<file path="src/rtl/ped_request.sv">
`default_nettype none
// ============================================================================
// Module      : ped_request
// Description : Pedestrian push-button front end for the traffic-light
//               controller. Two identical, independent channels turn an
//               asynchronous active-low key into a clean pending-request flag:
//                 key -> 2-flop synchronizer -> debounce filter
//                     -> press (0->1) detect -> request FSM (IDLE/PENDING
//                        [/LOCKOUT]) held until the controller acknowledges.
//
// Parameters  : DB_CYCLES       consecutive stable cycles to accept a level
//                               change (>= 2)
//               LOCKOUT_CYCLES  post-acknowledge ignore window in cycles
//                               (>= 1), only meaningful with the macro below
//
// Ports       : clk50M          50 MHz system clock
//               Reset           synchronous, active-low reset
//               KEY1 / KEY2     raw buttons, asynchronous, 0 = pressed
//               ack1 / ack2     controller served the request (pulse or level)
//               req1 / req2     request pending (registered)
//               pressed1/2      debounced button level, 1 = held (registered)
//
// Config      : PED_REQ_LOCKOUT_EN
//               defined   -> PENDING + ack enters LOCKOUT for LOCKOUT_CYCLES
//                            cycles, during which presses are discarded
//               undefined -> PENDING + ack returns straight to IDLE, no
//                            lockout logic is built
//
// Revision    : 1.0 - initial release
// ============================================================================
module ped_request #(
    parameter int unsigned DB_CYCLES      = 1_000_000,
    parameter int unsigned LOCKOUT_CYCLES = 50_000_000
) (
    input  logic clk50M,
    input  logic Reset,
    input  logic KEY1,
    input  logic KEY2,
    input  logic ack1,
    input  logic ack2,
    output logic req1,
    output logic req2,
    output logic pressed1,
    output logic pressed2
);

    localparam int unsigned NUM_CH = 2;

    // Debounce counter only has to reach DB_CYCLES-1.
    localparam int unsigned DB_W = (DB_CYCLES > 1) ? $clog2(DB_CYCLES) : 1;
    localparam logic [DB_W-1:0] DB_LAST = DB_W'(DB_CYCLES - 1);

`ifdef PED_REQ_LOCKOUT_EN
    // Lockout counter runs 0 .. LOCKOUT_CYCLES-1 while in LOCKOUT.
    localparam int unsigned LK_W = (LOCKOUT_CYCLES > 1) ? $clog2(LOCKOUT_CYCLES) : 1;
    localparam logic [LK_W-1:0] LK_LAST = LK_W'(LOCKOUT_CYCLES - 1);
`endif

    typedef enum logic [1:0] {
        ST_IDLE    = 2'd0,
        ST_PENDING = 2'd1,
        ST_LOCKOUT = 2'd2
    } req_state_e;

    // Parameter range hook: a build with DB_CYCLES < 2 or LOCKOUT_CYCLES < 1
    // is outside the supported range; the block elaborates to nothing extra.
    if ((DB_CYCLES < 2) || (LOCKOUT_CYCLES < 1)) begin : g_param_range
    end

    // Channel-indexed views of the scalar ports.
    logic [NUM_CH-1:0] key_n;
    logic [NUM_CH-1:0] ack_in;
    logic [NUM_CH-1:0] req_vec;
    logic [NUM_CH-1:0] pressed_vec;

    assign key_n  = {KEY2, KEY1};
    assign ack_in = {ack2, ack1};

    assign req1     = req_vec[0];
    assign req2     = req_vec[1];
    assign pressed1 = pressed_vec[0];
    assign pressed2 = pressed_vec[1];

    for (genvar ch = 0; ch < NUM_CH; ch++) begin : g_chan

        // Synchronizer; the key is inverted so 1 means "pressed".
        logic             sync1_q;
        logic             sync2_q;

        // Debounce filter.
        logic             stable_q;
        logic             stable_d;
        logic [DB_W-1:0]  db_cnt_q;
        logic [DB_W-1:0]  db_cnt_d;

        // Request FSM.
        req_state_e       state_q;
        req_state_e       state_d;
        logic             req_q;
        logic             req_d;
        logic             press_evt;

`ifdef PED_REQ_LOCKOUT_EN
        logic [LK_W-1:0]  lock_cnt_q;
        logic [LK_W-1:0]  lock_cnt_d;
`endif

        always_comb begin
            // Count consecutive cycles in which the synchronized level
            // disagrees with the accepted level; any agreement restarts
            // the count, so a short glitch never gets through.
            stable_d = stable_q;
            db_cnt_d = '0;
            if (sync2_q != stable_q) begin
                if (db_cnt_q == DB_LAST) begin
                    stable_d = sync2_q;
                end else begin
                    db_cnt_d = db_cnt_q + DB_W'(1);
                end
            end

            // Press event is taken from the next-state level so the request
            // rises on the very edge that accepts the press.
            press_evt = stable_d & ~stable_q;

            state_d = state_q;
`ifdef PED_REQ_LOCKOUT_EN
            lock_cnt_d = '0;
`endif
            unique case (state_q)
                ST_IDLE: begin
                    if (press_evt) begin
                        state_d = ST_PENDING;
                    end
                end

                ST_PENDING: begin
                    // A press coinciding with ack is a fresh request and
                    // keeps the channel pending.
                    if (ack_in[ch] && !press_evt) begin
`ifdef PED_REQ_LOCKOUT_EN
                        state_d = ST_LOCKOUT;
`else
                        state_d = ST_IDLE;
`endif
                    end
                end

`ifdef PED_REQ_LOCKOUT_EN
                ST_LOCKOUT: begin
                    // The last lockout edge already behaves as IDLE: a press
                    // accepted on that edge is kept.
                    if (lock_cnt_q == LK_LAST) begin
                        state_d = press_evt ? ST_PENDING : ST_IDLE;
                    end else begin
                        lock_cnt_d = lock_cnt_q + LK_W'(1);
                    end
                end
`endif

                default: begin
                    state_d = ST_IDLE;
                end
            endcase

            req_d = (state_d == ST_PENDING);
        end

        always_ff @(posedge clk50M) begin
            if (!Reset) begin
                sync1_q    <= 1'b0;
                sync2_q    <= 1'b0;
                stable_q   <= 1'b0;
                db_cnt_q   <= '0;
                state_q    <= ST_IDLE;
                req_q      <= 1'b0;
`ifdef PED_REQ_LOCKOUT_EN
                lock_cnt_q <= '0;
`endif
            end else begin
                sync1_q    <= ~key_n[ch];
                sync2_q    <= sync1_q;
                stable_q   <= stable_d;
                db_cnt_q   <= db_cnt_d;
                state_q    <= state_d;
                req_q      <= req_d;
`ifdef PED_REQ_LOCKOUT_EN
                lock_cnt_q <= lock_cnt_d;
`endif
            end
        end

        assign req_vec[ch]     = req_q;
        assign pressed_vec[ch] = stable_q;

    end : g_chan

endmodule : ped_request
`default_nettype wire

</file>
<file path="config.mk">
export PLATFORM = sky130hd
export DESIGN_NAME = ped_request
export DESIGN_NICKNAME = d
export VERILOG_FILES = /design/src/rtl/ped_request.sv
export SDC_FILE = /design/constraint.sdc
export NUM_CORES = 1
export LEC_CHECK = 0
export ABC_AREA = 1
export CAP_MARGIN = 20
export CELL_PAD_IN_SITES_DETAIL_PLACEMENT = 0
export CELL_PAD_IN_SITES_GLOBAL_PLACEMENT = 1
export CORE_MARGIN = 2
export CORE_UTILIZATION = 46
export CTS_BUF_LIST = sky130_fd_sc_hd__clkbuf_4
export CTS_CLUSTER_DIAMETER = 120
export CTS_CLUSTER_SIZE = 12
export DETAILED_ROUTE_END_ITERATION = 10
export HOLD_SLACK_MARGIN = 0.1
export PLACE_DENSITY_LB_ADDON = 0.12
export SYNTH_ARGS = -nofsm -noshare
export SYNTH_HDL_FRONTEND = slang
export SYNTH_SLANG_ARGS = --single-unit
</file>
<file path="constraint.sdc">
create_clock -name clk50M -period 1.7 [get_ports clk50M]
set_input_delay 0.17 -clock clk50M [delete_from_list [all_inputs] [get_ports clk50M]]
set_output_delay 0.17 -clock clk50M [all_outputs]
set_load 0.05 [all_outputs]
</file>
# --- Word-level counts from Yosys, hierarchy flattened ---
# Index checks and enable logic that the tools add are counted.
op_classes:
  n_div: 0
  shifts: 0
  n_bitwise: 9
  order_cmp: 0
  eq_ne: 8
  muxes: 10
  mul: 0
  n_reduce_logical: 8
  add_sub_neg: 2
op_table:
  columns: ["operator", "count"]
  rows:
  - ["$add 20x1->20 const B", 2]
  - ["$eq 20x20->1 const B", 2]
  - ["$eq 2x1->1 const B", 4]
  - ["$mux 2", 4]
  - ["$pmux 2 s2", 2]
  - ["$not 1->1", 7]
  - ["$reduce_or 3->1", 2]
  - ["$logic_not 2->1", 2]
  - ["$mux 1", 4]
  - ["$and 1x1->1", 2]
  - ["$logic_and 1x1->1", 2]
  - ["$logic_not 1->1", 2]
  - ["$ne 1x1->1", 2]
word_totals:
  ff_bits: 52
  latch_bits: 0
  in_bits: 6
  mem_bits_ro: 0
  mem_count: 0
  mem_bits_rw: 0
  wordCells: 49

# --- Longest topological paths before layout ---
# Gate-level depths: netlist (run 1).
depth:
  depth_word: 9
  mapped_depth: 9

# --- Worst setup path after synthesis (run 1) ---
# No wires, ideal clock.
synth_timing:
  path_type: "reg-to-reg"
  start: "register g_chan[0].stable_q (netlist: pressed1)"
  end: "register g_chan[0].db_cnt_q[16]"
  path_stages_with_launch: 6
  path_slack_ns: 0.355
  n_path_buf: 1
  setup_ns: 0.070
  t_arrival_ns: 1.276
  synth_period_minus_slack_ns: 1.345
  path_cell_list: "dfxtp_1 > o21ai_0 > a21oi_1 > nand2_2 > buf_6 > a21oi_1"
synth_between:
  elab_chain_len: 3
synth_rtl:
  columns: ["item", "line_no", "text"]
  rows:
  - ["start, declared", "91", "logic stable_q;"]
  - ["start signal, assigned", "183", "stable_q <= stable_d;"]
  - ["$ne 1x1->1", "114", "if (sync2_q != stable_q) begin"]
  - ["$not 1->1 (no source line)", null, null]
  - ["$reduce_or 3->1 (no source line)", null, null]
  - ["end signal, assigned", "184", "db_cnt_q <= db_cnt_d;"]
  - ["end, declared", "93", "logic [DB_W-1:0] db_cnt_q;"]
# Every way passes these cells.
# A chain may end at the register's enable or synchronous reset.

# --- Worst setup path after layout (run 1) ---
layout_timing:
  start: "register g_chan[0].db_cnt_q[0]"
  end: "register g_chan[0].db_cnt_q[18]"
layout_between:
  elab_chain_len: 2
  elab_cells_between_ends: 3
  classes_between: "add/sub (1); eq/ne (1); reduce/logical (1)"
layout_rtl:
  columns: ["item"]
  rows:
  - ["parallel branches: the longest is 2 deep, another holds $add 20x1->20"]
# Several ways; the timed one is not identified.

==> results of run 1 <==
[registers in the layout, indices dropped and copies added, names as in the netlist]
register / cells
req2: 1
g_chan.sync1_q: 2
pressed2: 1
req1: 1
g_chan.state_q: 4
g_chan.db_cnt_q: 40
g_chan.sync2_q: 2
pressed1: 1
[synthesized netlist by cell type]
master,number,area share
nand3b_1,4,0.012
or2_2,3,0.0076
o21ai_0,3,0.0061
o21ai_1,1,0.0020
o21bai_1,2,0.0061
a21oi_1,25,0.051
buf_6,4,0.018
nor2_1,63,0.096
nor3_2,3,0.012
ha_1,2,0.010
dfxtp_1,52,0.42
or2_0,2,0.0051
nand2b_1,1,0.0025
inv_1,39,0.059
nand2_1,85,0.13
nand3_2,2,0.0081
nand3_1,15,0.030
nand4_1,11,0.028
or2_1,1,0.0025
conb_1,1,0.0015
xnor2_1,3,0.011
nor2_4,1,0.0046
nand2_2,3,0.0076
xor2_1,12,0.043
nor3_1,3,0.0061
nor2_2,6,0.015
nand4_2,1,0.0051
[routing by layer]
layer,vias up,track usage,share of wire
met4,0,0.05357,0.012
met5,-,0,0
met1,896,0.2544,0.53
li1,1120,-,-
met3,6,0.03529,0.036
met2,36,0.2687,0.42
[stage by stage]
| stage | setup slack, ns | hold slack, ns |
|---|---|---|
| floorplan | 0.3547 | 0.2424 |
| global placement | 0.1800 | 0.3997 |
| detailed placement | 0.1636 | 0.4057 |
| CTS | 0.1376 | 0.2872 |
| global route | 0.03360 | 0.3026 |
| finish | 0.2384 | 0.3005 |
[critical path: cells and delay by family, from the launching register on]
family / cells / cell delay (ns)
adder cells (fa/ha/maj): 1 / 0.19
flip-flops: 1 / 0.37
AND/OR/NAND/NOR: 7 / 0.83
[cell type report]
cell class	instances	area (µm²)	share of cell area
Multi-Input combinational cell	254	1252	0.4658
Sequential cell	52	1041	0.3872
Inverter	39	146.4	0.05444
Timing Repair Buffer	12	105.1	0.03909
Tap cell	70	87.58	0.03257
Clock buffer	5	37.54	0.01396
Clock inverter	3	18.77	0.006980
[final timing paths]
check / start / end / slack [ns] / depth (start not counted)
worst min-delay path: KEY1 / g_chan[0].sync1_q / 0.30 / 2
worst max-delay path: g_chan[0].db_cnt_q[0] / g_chan[0].db_cnt_q[18] / 0.24 / 8
worst min register to register: g_chan[1].sync1_q / g_chan[1].sync2_q / 0.43 / 2
worst max register to register: g_chan[0].db_cnt_q[0] / g_chan[0].db_cnt_q[18] / 0.24 / 8
[power breakdown]
part / internal (mW) / leakage, nW / switching [mW] / total (mW)
combinational: 0.0167 / 0.406 / 0.0188 / 0.0355
clock: 0.157 / 0.0249 / 0.401 / 0.558
sequential: 1.23 / 0.420 / 0.00385 / 1.23
total: 1.40 / 0.851 / 0.424 / 1.82
[logic make-up after synthesis]
logic type,after synthesis,share of synthesized area
adder cells (fa/ha/maj),2,0.01012
flip-flops,52,0.4213
other,1,0.001518
AND/OR/NAND/NOR,204,0.3717
AO/OA/AOI/OAI,31,0.06480
buffers and inverters,43,0.07747
XOR/XNOR,15,0.05317
==> results_dict.tcl, run 1 <==
set metrics [dict create \
    critPathMaxStageDelay_ns 0.37 \
    die_y_um 77.30 \
    clk_pin_slew_ns 0.15 \
    worstPathArrival_ns 1.74 \
    syn_avg_cell_area_um2 7.101 \
    synthCells 348 \
    grt_max_degree 21 \
    cp-start-kind "flip-flop" \
    drc 0 \
    peakVddDrop_mv 0.4133 \
    numPlacedInstances 427 \
    portBuffers 9 \
    cts-root-buf "clkbuf_4" \
    crit_path_frequent_cell "nand2_1" \
    cts_buffers 5 \
    dp_hpwl_um 3602 \
    p_leak_nw 0.8509 \
    cap_violations 0 \
    status "finished, final reports clean" \
    power_density_nw_per_um2 678.7 \
    min_period_ns 1.462 \
    grt_first_pass_wirelength_um 8666 \
    start_util 0.4808 \
    n_antenna_cell 0 \
    ys_warn_count 0 \
    rsz0062_at_grt "false" \
    period_share 0.8597 \
    ys_types 27 \
    most-common-layout-cells "nand2_1 (85), nor2_1 (63), dfxtp_1 (52)" \
    die-area_um2 5975 \
    setup_viol 0 \
    seq_area_frac_synth 0.4213 \
    grt_antenna_before_repair 0 \
    htree_levels 2 \
    max_freq_mhz 684.2 \
    endpoint_kind "flip-flop" \
    hold_class "in -> reg" \
    worst_skew_pair.late_latency_ns 0.37 \
    ant_nets 0 \
    final_common_cell "nand2_1" \
    wl_per_cell_um 11.06 \
    maxSlewViolCount 0 \
    place_area_um2 2625 \
    clock_skew_ns 0.006184 \
    fin_nets 372 \
    drive_above_1_share 0.08493 \
    io_pins 10 \
    track_usage 0.1775 \
    final_area_um2 2689 \
    row_count 26 \
    setup_tns_ns 0 \
    finalWirelength_um 4813 \
    gp_congestion 0.8150 \
    core-area_um2 5140 \
    tritoncts "yes" \
    clock_sinks 52 \
    cts_resized 2 \
    fin_util 0.5231 \
    fillers 565 \
    vias_per_cell 4.731 \
    synth_seq_cells 52 \
    die_w_um 77.30 \
    globalRoute.totalOverflow 0 \
    final_cells 435 \
    crit_slowest_cell "dfxtp_1" \
    crit_type "reg -> reg" \
    drt_iter0_markers 89 \
    synth_area_um2 2471 \
    grt_pass1_vias 1939 \
    cts_buffer_depth 2 \
    p_total_mw 1.825 \
    crit_required_ns 1.98 \
    cts_hold_buf 0 \
    cts_setup_buffers 0 \
    hold_viol 0 \
    cp_cell_sequence "ha_1, nand2_1, nor2_2, nand4_2, nor2_1, nand2_1, nand2_1, nor2_1" \
    area_growth_pct 8.810 \
    num_vias 2058 \
    crit_fanout 5 \
    first_pass_iters 4 \
]
Power figures use the tool's default switching activity.
==> run 2, diff against run 1 <==
CAP_MARGIN = unset   (was 20)
CORE_UTILIZATION = 49   (was 46)
clock period = 1.89 ns   (was 1.7 ns; I/O delays follow)
==> results_dict.tcl, run 2 (same netlist as run 1, synthesis figures left out) <==
set metrics [dict create \
    worstPathArrival_ns 1.60 \
    finalWirelength_um 4605 \
    rr_worst_depth 6 \
    place_area_um2 2604 \
    cts-root-buf "clkbuf_4" \
    vias_per_cell 4.767 \
    hold_class "in -> reg" \
    setup_viol 0 \
    core-area_um2 4786 \
    setup_tns_ns 0 \
    grt_first_pass_wirelength_um 8252 \
    fin_nets 369 \
    tritoncts "yes" \
    drive_above_1_share 0.07459 \
    clk_pin_slew_ns 0.15 \
    final_cells 429 \
    die-area_um2 5627 \
    critical_path.top_delay_family "buffers and inverters" \
    die_y_um 75.02 \
    hold_viol 0 \
    wl_per_cell_um 10.73 \
    globalRoute.totalOverflow 0 \
    grt_pass1_vias 1873 \
    min_period_ns 1.793 \
    worst_skew_pair.late_latency_ns 0.37 \
    cts_buffers 5 \
    critPathMaxStageDelay_ns 0.82 \
    first_pass_iters 4 \
    status "finished, final reports clean" \
    power_density_nw_per_um2 619.4 \
    n_antenna_cell 0 \
    clock_skew_ns 0.007773 \
    period_share 0.9485 \
    reg_top3 "g_chan.db_cnt_q: 40 flops, g_chan.state_q: 4 flops" \
    final_area_um2 2670 \
    final_common_cell "nand2_1" \
    fin_hold_ws_ns 0.3254 \
    grt_antenna_before_repair 0 \
    crit_slowest_cell "clkdlybuf4s50_1" \
    die_w_um 75.02 \
    peakVddDrop_mv 0.4158 \
    start_util 0.5163 \
    grt_max_degree 21 \
    crit_required_ns 1.70 \
    row_count 25 \
    cap_violations 0 \
    num_vias 2045 \
    most-common-layout-cells "nand2_1 (85), nor2_1 (63), dfxtp_1 (52)" \
    crit_type "reg -> out" \
    numPlacedInstances 421 \
    drt_iter0_markers 126 \
    largest_register_ffs 40 \
    cp-start-kind "flip-flop" \
    track_usage 0.1900 \
    clock_sinks 52 \
    gp_congestion 0.8325 \
    crit_fanout 5 \
    max_freq_mhz 557.8 \
    hold_depth 2 \
    worstMarginPinSlew_ns 0.5036 \
    p_leak_nw 0.8466 \
    cts_buffer_depth 2 \
    drc 0 \
    endpoint_kind "output port" \
    max-slew-margin-rel 0.6632 \
    maxSlewViolCount 0 \
    dp_hpwl_um 3516 \
    area_growth_pct 8.051 \
    worst-path-stages 1 \
    cts_hold_buf 0 \
    ant_nets 0 \
    rsz0062_at_grt "false" \
    cp_cell_sequence "clkdlybuf4s50_1" \
    io_pins 10 \
    cts_setup_buffers 0 \
    htree_levels 2 \
    p_total_mw 1.654 \
    cts_resized 0 \
    crit_buf_inv 1 \
    top_register "g_chan.db_cnt_q" \
    portBuffers 9 \
]
run 2: cell count changes in the layout (fill, tap and decap cells not counted), sizes merged:
cell and change:
buf -5, clkdlybuf4s50 +3, clkinvlp -1, dlygate4sd2 -2, dlymetal6s2s +1, inv +1
run 2: path summary, 6_finish.rpt:
kind	slack, ns	from	to
max reg2reg	0.29	g_chan[1].db_cnt_q[0]	g_chan[1].db_cnt_q[12]
max	0.1	pressed1	pressed1
min reg2reg	0.43	g_chan[0].sync1_q	g_chan[0].sync2_q
min	0.33	KEY1	g_chan[0].sync1_q
run 2: cell type report:
| type | count | area [µm²] |
|---|---|---|
| tap | 67 | 83.83 |
| multi-input combinational | 254 | 1247 |
| sequential | 52 | 1041 |
| fill | 479 | 2116 |
| clock buffer | 5 | 37.54 |
| clock inverter | 3 | 21.27 |
| timing repair buffer | 9 | 92.59 |
| inverter | 39 | 146.4 |
run 2: worst reg2reg max path: cells and delay by family (launching register included):
| family | cells | cell delay, ns |
|---|---|---|
| fa+ha+maj | 1 | 0.20 |
| flops | 1 | 0.40 |
| simple gates | 5 | 0.88 |
run 2: where the power goes:
part	internal, mW	switching [mW]
Clock	0.148	0.367
Sequential	1.10	0.00400
Combinational	0.0142	0.0157
run 2: layer usage:
| layer | up-vias | part of all wire | track usage |
|---|---|---|---|
| met1 | 885 | 0.55 | 0.2805 |
| met4 | 0 | 0.012 | 0.05952 |
| li1 | 1119 | - | - |
| met2 | 35 | 0.39 | 0.2758 |
| met5 | - | 0 | 0 |
| met3 | 6 | 0.042 | 0.04150 |
run 2: stage by stage:
stage                     utilization  setup WS [ns]
after floorplan                     -         0.5447
after global placement         0.5441         0.3097
after detailed placement       0.5441         0.2100
after CTS                      0.5563        0.04987
after global routing           0.5579        0.04469
final                          0.5579        0.09739
==> run 3, diff against run 2 <==
REMOVE_ABC_BUFFERS = 1   (was unset)
SLEW_MARGIN = 20   (was unset)
==> results_dict.tcl, run 3 (same netlist as run 1, synthesis figures left out) <==
set metrics [dict create \
    status "finished, final reports clean" \
    largest_register_ffs 40 \
    hold_class "in -> reg" \
    cts_hold_buf 0 \
    grt_first_pass_wirelength_um 8542 \
    worstMarginPinSlew_ns 0.5100 \
    clk_pin_slew_ns 0.16 \
    max_freq_mhz 554.5 \
    critical_path.top_delay_family "buffers and inverters" \
    cts-root-buf "clkbuf_4" \
    cap_violations 0 \
    top_usage_layer "met2" \
    crit_required_ns 1.70 \
    cp-start-kind "flip-flop" \
    n_antenna_cell 0 \
    finalWirelength_um 4743 \
    use_met1 0.2894 \
    globalRoute.totalOverflow 0 \
    clock_skew_ns 0.01038 \
    gp_congestion 0.7982 \
    cts_buffers 5 \
    reg_top3 "g_chan.db_cnt_q: 40 flops, g_chan.state_q: 4 flops" \
    top_register "g_chan.db_cnt_q" \
    setup_tns_ns 0 \
    htree_levels 2 \
    start_util 0.5163 \
    p_total_mw 1.656 \
    most-common-layout-cells "nand2_1 (85), nor2_1 (63), dfxtp_1 (52)" \
    track_usage 0.1966 \
    period_share 0.9542 \
    cts_buffer_depth 2 \
    ant_nets 0 \
    p_leak_nw 0.8506 \
    tritoncts "yes" \
    fin_util 0.5582 \
    min_period_ns 1.803 \
    crit_fanout 5 \
    wl_per_cell_um 11.06 \
    pre_cts_ws_ns 0.1948 \
    die-area_um2 5627 \
    cts_resized 0 \
    portBuffers 9 \
    core-area_um2 4786 \
    met3_usage 0.04418 \
    gr-usage-met2 0.2895 \
    numPlacedInstances 421 \
    cts_setup_buffers 0 \
    crit_slowest_cell "clkdlybuf4s50_1" \
    layout_setup_ws_ns 0.08662 \
    cp_cell_sequence "clkdlybuf4s50_1" \
    worst_skew_pair.late_latency_ns 0.37 \
    crit_type "reg -> out" \
    hold_viol 0 \
    drt_iter0_markers 163 \
    final_common_cell "nand2_1" \
    num_vias 2055 \
    grt_max_degree 21 \
    setup_viol 0 \
    fin_nets 369 \
    power_density_nw_per_um2 620.0 \
    max-slew-margin-rel 0.6590 \
    clock_sinks 52 \
    drc 0 \
    die_w_um 75.02 \
    dp_hpwl_um 3572 \
    final_area_um2 2671 \
    critPathMaxStageDelay_ns 0.83 \
    die_y_um 75.02 \
    grt_pass1_vias 1932 \
    peakVddDrop_mv 0.4596 \
    rsz0062_at_grt "false" \
    row_count 25 \
    first_pass_iters 4 \
    drive_above_1_share 0.07459 \
    final_cells 429 \
    place_area_um2 2604 \
    fin_hold_ws_ns 0.3282 \
    area_growth_pct 8.101 \
    worstPathArrival_ns 1.61 \
    grt_antenna_before_repair 0 \
    fillers 497 \
    endpoint_kind "output port" \
    crit_buf_inv 1 \
    io_pins 10 \
    maxSlewViolCount 0 \
    vias_per_cell 4.790 \
]
==> run 3: cell count changes in the layout (fill, tap and decap cells not counted) <==
cell	delta
clkinv_4	+1
clkinvlp_4	-1
==> run 3: worst register-to-register path, cell delays in order, from the launching register on <==
cell     delay (ns)
dfxtp_1        0.40
ha_1           0.19
nand3_1        0.17
nor2_1         0.22
nand2_1        0.12
nand2_2        0.31
nor2_1         0.10
==> run 3: worst paths after layout <==
path	from	endpoint	slack [ns]	cells past startpoint
worst min register to register	g_chan[1].sync1_q	g_chan[1].sync2_q	0.43	2
worst max register to register	g_chan[1].db_cnt_q[0]	g_chan[1].db_cnt_q[9]	0.28	6
worst min-delay path	KEY2	g_chan[1].sync1_q	0.33	2
worst max-delay path	pressed1	pressed1	0.09	1
==> run 3: cell type report <==
class / count / area, µm² / share of cell area
Timing Repair Buffer: 9 / 92.59 / 0.03466
Sequential cell: 52 / 1041 / 0.3897
Tap cell: 67 / 83.83 / 0.03138
Multi-Input combinational cell: 254 / 1247 / 0.4670
Clock inverter: 3 / 22.52 / 0.008431
Clock buffer: 5 / 37.54 / 0.01405
Inverter: 39 / 146.4 / 0.05480
==> run 3: report_power, final <==
group / internal (mW) / switching (mW) / total [mW]
Combinational: 0.0141 / 0.0162 / 0.0303
Sequential: 1.10 / 0.00391 / 1.11
Clock: 0.151 / 0.366 / 0.518
==> run 3: layer usage <==
layer  vias up  part of all wire
li1       1113                 -
met1       906              0.53
met2        34              0.42
met3         2             0.044
met4         0            0.0048
met5         -                 0
